==> config.mk <==
export PLATFORM = sky130hd
export DESIGN_NAME = ysyx_24100012_ifu
export DESIGN_NICKNAME = d
export VERILOG_FILES = /design/src/rtl/ysyx_24100012_pkg.sv /design/src/rtl/ysyx_24100012_ifu.sv
export SDC_FILE = /design/constraint.sdc
export NUM_CORES = 1
export LEC_CHECK = 0
export CAP_MARGIN = 10
export CORE_ASPECT_RATIO = 0.8
export CORE_MARGIN = 1.5
export CORE_UTILIZATION = 35
export CTS_BUF_LIST = sky130_fd_sc_hd__clkbuf_2 sky130_fd_sc_hd__clkbuf_4 sky130_fd_sc_hd__clkbuf_8
export DETAILED_ROUTE_END_ITERATION = 12
export PLACE_DENSITY = 0.74
export RECOVER_POWER = 50
export SLEW_MARGIN = 20
export SYNTH_ARGS = -nofsm -noshare
export SYNTH_HDL_FRONTEND = slang
export SYNTH_SLANG_ARGS = --single-unit
==> constraint.sdc <==
create_clock -name clk -period 3.05 [get_ports clk]
set_input_delay 0.7625 -clock clk [delete_from_list [all_inputs] [get_ports clk]]
set_output_delay 0.7625 -clock clk [all_outputs]
set_load 0.01 [all_outputs]
==> src/rtl/ysyx_24100012_pkg.sv <==
// rtl/ysyx_24100012_pkg.sv - shared constants and types for the ysyx_24100012 core front end
package ysyx_24100012_pkg;

   localparam logic [31:0] RESET_PC = 32'h8000_0000;

   typedef enum logic [1:0] {
      IDLE = 2'd0,
      REQ  = 2'd1,
      WAIT = 2'd2,
      HOLD = 2'd3
   } ifu_state_e;

   localparam logic [6:0] OPC_LUI      = 7'b0110111;
   localparam logic [6:0] OPC_AUIPC    = 7'b0010111;
   localparam logic [6:0] OPC_JAL      = 7'b1101111;
   localparam logic [6:0] OPC_JALR     = 7'b1100111;
   localparam logic [6:0] OPC_BRANCH   = 7'b1100011;
   localparam logic [6:0] OPC_LOAD     = 7'b0000011;
   localparam logic [6:0] OPC_STORE    = 7'b0100011;
   localparam logic [6:0] OPC_OP_IMM   = 7'b0010011;
   localparam logic [6:0] OPC_OP       = 7'b0110011;
   localparam logic [6:0] OPC_MISC_MEM = 7'b0001111;
   localparam logic [6:0] OPC_SYSTEM   = 7'b1110011;

endpackage

==> src/rtl/ysyx_24100012_ifu.sv <==
// rtl/ysyx_24100012_ifu.sv - instruction fetch unit: one outstanding fetch, registered instruction to decode
module ysyx_24100012_ifu #(
   parameter int                    DATA_WIDTH = 32,
   parameter logic [DATA_WIDTH-1:0] RESET_PC   = ysyx_24100012_pkg::RESET_PC
) (
   input  logic                  clk,
   input  logic                  rst,
   output logic                  mem_req_valid,
   output logic [DATA_WIDTH-1:0] mem_req_addr,
   input  logic                  mem_req_ready,
   input  logic                  mem_resp_valid,
   input  logic [DATA_WIDTH-1:0] mem_resp_data,
   output logic                  inst_valid,
   input  logic                  inst_ready,
   output logic [DATA_WIDTH-1:0] instruction,
   output logic [DATA_WIDTH-1:0] inst_pc,
   input  logic                  redirect_valid,
   input  logic [DATA_WIDTH-1:0] redirect_pc,
   output logic                  fetch_misalign
);
   import ysyx_24100012_pkg::*;

   localparam logic [DATA_WIDTH-1:0] PC_STEP = DATA_WIDTH'(4);

   ifu_state_e            state_q, state_d;
   logic [DATA_WIDTH-1:0] pc_q, pc_d;
   logic                  drop_q, drop_d;
   logic                  inst_valid_q, inst_valid_d;
   logic [DATA_WIDTH-1:0] instruction_q, instruction_d;
   logic [DATA_WIDTH-1:0] inst_pc_q, inst_pc_d;
   logic                  mem_req_valid_q, mem_req_valid_d;
   logic                  fetch_misalign_q, fetch_misalign_d;
   logic [DATA_WIDTH-1:0] redirect_target;

   // Low two bits are forced to zero; the misalignment is only reported.
   assign redirect_target = {redirect_pc[DATA_WIDTH-1:2], 2'b00};

   // Next-state logic: redirect wins in every state, then the normal fetch handshake.
   always_comb begin
      state_d          = state_q;
      pc_d             = pc_q;
      drop_d           = drop_q;
      inst_valid_d     = inst_valid_q;
      instruction_d    = instruction_q;
      inst_pc_d        = inst_pc_q;
      fetch_misalign_d = redirect_valid && (redirect_pc[1:0] != 2'b00);

      if (redirect_valid) begin
         pc_d = redirect_target;
      end

      case (state_q)
         IDLE: begin
            state_d = REQ;
         end
         REQ: begin
            // Without ready a redirect simply retargets the still-pending request.
            if (mem_req_ready) begin
               state_d = WAIT;
               drop_d  = redirect_valid;
            end
         end
         WAIT: begin
            if (redirect_valid) begin
               // A response landing together with the redirect is the one to throw
               // away, so there is nothing left to wait for.
               if (mem_resp_valid) begin
                  drop_d  = 1'b0;
                  state_d = REQ;
               end else begin
                  drop_d = 1'b1;
               end
            end else if (mem_resp_valid) begin
               if (drop_q) begin
                  drop_d  = 1'b0;
                  state_d = REQ;
               end else begin
                  instruction_d = mem_resp_data;
                  inst_pc_d     = pc_q;
                  inst_valid_d  = 1'b1;
                  state_d       = HOLD;
               end
            end
         end
         HOLD: begin
            if (redirect_valid) begin
               inst_valid_d = 1'b0;
               state_d      = REQ;
            end else if (inst_ready) begin
               inst_valid_d = 1'b0;
               pc_d         = pc_q + PC_STEP;
               state_d      = REQ;
            end
         end
         default: begin
            state_d = IDLE;
         end
      endcase

      mem_req_valid_d = (state_d == REQ);
   end

   // State and registered outputs, synchronous reset.
   always_ff @(posedge clk) begin
      if (rst) begin
         state_q          <= IDLE;
         pc_q             <= RESET_PC;
         drop_q           <= 1'b0;
         inst_valid_q     <= 1'b0;
         instruction_q    <= '0;
         inst_pc_q        <= '0;
         mem_req_valid_q  <= 1'b0;
         fetch_misalign_q <= 1'b0;
      end else begin
         state_q          <= state_d;
         pc_q             <= pc_d;
         drop_q           <= drop_d;
         inst_valid_q     <= inst_valid_d;
         instruction_q    <= instruction_d;
         inst_pc_q        <= inst_pc_d;
         mem_req_valid_q  <= mem_req_valid_d;
         fetch_misalign_q <= fetch_misalign_d;
      end
   end

   assign mem_req_valid  = mem_req_valid_q;
   assign mem_req_addr   = pc_q;
   assign inst_valid     = inst_valid_q;
   assign instruction    = instruction_q;
   assign inst_pc        = inst_pc_q;
   assign fetch_misalign = fetch_misalign_q;

endmodule

==> results.yml <==
synth:
  synth_area_leaders: "dfxtp_1, nand2_1, a21oi_1, clkbuf_1, nor2_1"
  syn-num-nets: 612
  number_of_flops_mapped_to_enable_cells_by_yosys: 0
  syn_avg_cell_area_sq_um: 7.95
  synth_async_reset_ratio: 0
  synth_seq_area_share: 0.475
  synth.cell_area_sq_um: 4300
  yosys_most_used_dff: "dfxtp_1"
  netlist_instances: 541
  synth_area_leader_cell: "dfxtp_1"
  ys.warnings.count: 0
  synth_cell_type_count: 52
  netlist.area_leader.share: 0.475
  postSynthRegisterBits: 102
setup_path:
  r2r_slack_ns: 0.60
  worstSetupEndpointType: "flop"
  worstSetupEndpoint: "mem_req_addr[11]$_SDFF_PP0_"
  req_time_crit_path_ns: 3.35
  timing.critical_path.arrival_ns: 2.86
  crit_path_start: "redirect_valid"
  r2r-end: "mem_req_addr[31]$_SDFF_PP1_"
  ff2ff_path_depth: 5
  reg2reg_from: "mem_req_addr[10]$_SDFF_PP0_"
  crit_path_max_fanout: 15
  path_class: "primary input to flop"
  worstSetupStartpointType: "primary input"
routing:
  detailedRoute.firstIterationViolations: 249
  antenna_violating_nets_post_route: 0
  drt-total-wl_um: 12900
  first_pass_iters: 7
  drc: 0
  dr_vias: 4407
  post_drt_via_cell_ratio: 5.15
  avgRoutedWirePerCell_um: 15.1
global_route:
  grt_antenna_before_repair: 0
  grt_pass1_wl_um: 20000
  grt_start_max_net_pins: 84
  grt_remaining_overflow: 0
  first_global_vias: 4019
  global_route.usage.total: 0.193
final_layout:
  layout.cells.most_common: "nand2_1"
  n_antenna_cell: 0
  regArea_sq_um: 2040
  multi_input_area_sq_um: 2060
  relative_area_change_from_synthesis_to_final_layout_pct: 46.7
  nets_finish: 771
  final_cell_mix: "nand2_1, dfxtp_1, a21oi_1"
  drive_gt1_frac: 0.0582
  stdcell_count: 856
  filler_cell_count: 1118
  finish.instance_area_sq_um: 6310
sta:
  max_freq_ghz: 0.390
  timing.final.crit_period_ns: 2.57
  slew_violations: 0
  final.period_utilization: 0.841
  final-setup-viol-count: 0
  timing.final.hold_violations: 0
  measured_slew_at_the_worst_slew_check_pin_ns: 0.900
  rsz0062_at_grt: "no"
  final_critical_path_setup_slack_ns: 0.485
  fin_skew_ns: 0.0148
  timing.slew.headroom: 0.400
  timing.setup.tns_ns: 0
cts:
  cts_buffer_depth: 2
  cts.sink_count: 102
  postCtsHoldBufs: 0
  clock_latency_ns: 0.37
  clk_transition_reported_paths_ns: 0.10
  ctsRootBufferMaster: "clkbuf_8"
  cts_post_setup_buffers_inserted: 0
  clock_tree_from_tritoncts: "done"
  number_of_levels_the_h_tree_was_split_into: 3
  cts-buffers-inserted: 9
  cts_resized: 0
place:
  dp_hpwl_um: 9340
  gp_routability_congestion: 0.903
  dp_slack_ns: 0.300
  dpl.cell_count: 841
  postPlaceCellArea_sq_um: 6130
  buffer_ports.inserted: 168
floorplan:
  floorplan.die.width_um: 127
  io_pins: 169
  design.core.area_sq_um: 12100
  dieHeight_um: 102
  die_area_sq_um: 13000
  placementRows: 36
  initial_core_util: 0.356
pwr:
  p_total_w: 0.00259
  p_leak_nw: 2.38
  vdd_ir_drop_max_mv: 0.293
  power-per-cell-area_nw_per_um2: 409
job:
  timing.max_cap.violations: 0
status:
  status: "finished clean"
hold_path:
  hold_class: "flop to flop"
layer usage:
metal  global-route usage  vias to the layer above  share of wire
li1                     -                     2176              -
met1                0.247                     2046           0.45
met2                0.319                      168           0.46
met3               0.0571                       17          0.072
met4               0.0577                        0          0.016
met5                    0                        -              0
worst max-delay path, cell delays in order:
cell and delay [ns]:
dlygate4sd3_1 0.62, nand4b_1 0.21, clkbuf_1 0.47, nor2_1 0.18, nand3_1 0.13, mux2_2 0.33
a21oi_1 0.16
final cells by class:
type / count / area share
clock buffers: 12 / 0.0242
flip-flops and latches: 102 / 0.323
well taps: 152 / 0.0301
multi-input cells: 394 / 0.326
inverters: 9 / 0.00535
clock inverters: 3 / 0.00713
repair buffers: 184 / 0.284
Yosys cell counts (all sizes together), types with 2 or more instances:
master     n
nor3b      3
a31oi      3
dfxtp    102
a2bb2oi    2
nand3     19
nand2    144
buf        4
clkbuf    31
and4       2
and3       7
or3        3
or2        2
or4        2
a32oi      2
inv        9
o211ai     4
nor3       9
xnor2      7
nor2b      3
a211oi     6
a21oi     90
a222oi     3
xor2       3
o21ai     13
nor2      28
nand4      9
nor4       6
o22ai      4
mux2i      5
nand2b     2
stage by stage:
step                 util  hold slack (ns)
global placement    0.508            0.441
global route        0.523            0.471
floorplan               -            0.481
CTS                 0.524            0.461
finish              0.523            0.454
detailed placement  0.508            0.448
how the worst min path moves through the flow:
stage / to / slack, ns / cells after the start / start
after floorplan: inst_pc[0]$_SDFFE_PP0P_ / 0.48 / 2 / inst_pc[0]$_SDFFE_PP0P_
after global placement: instruction[30]$_SDFFE_PP0P_ / 0.44 / 2 / instruction[30]$_SDFFE_PP0P_
after detailed placement: inst_pc[22]$_SDFFE_PP0P_ / 0.45 / 2 / inst_pc[22]$_SDFFE_PP0P_
after CTS: inst_pc[22]$_SDFFE_PP0P_ / 0.46 / 2 / inst_pc[22]$_SDFFE_PP0P_
after global routing: inst_pc[19]$_SDFFE_PP0P_ / 0.47 / 2 / inst_pc[19]$_SDFFE_PP0P_
final: instruction[31]$_SDFFE_PP0P_ / 0.45 / 2 / instruction[31]$_SDFFE_PP0P_
registers in the layout, summed over array words and instances, names as in the netlist:
register and flops:
drop_q 1, inst_pc 32, instruction 32, fetch_misalign 1, mem_req_addr 32, inst_valid 1
state_q 2, mem_req_valid 1
logic make-up after synthesis:
family | synth area share
xor+xnor | 0.0221
simple gates | 0.264
mux | 0.0142
fa+ha+maj | 0.00291
buf+inv | 0.0480
compound gates | 0.174
flops | 0.475
power breakdown:
| part | internal, W | total, W | switching, W |
|---|---|---|---|
| clock network | 0.000417 | 0.000870 | 0.000454 |
| registers | 0.00136 | 0.00141 | 0.0000424 |
| logic | 0.000172 | 0.000308 | 0.000136 |
No activity file was read; power rests on OpenSTA's default activity.
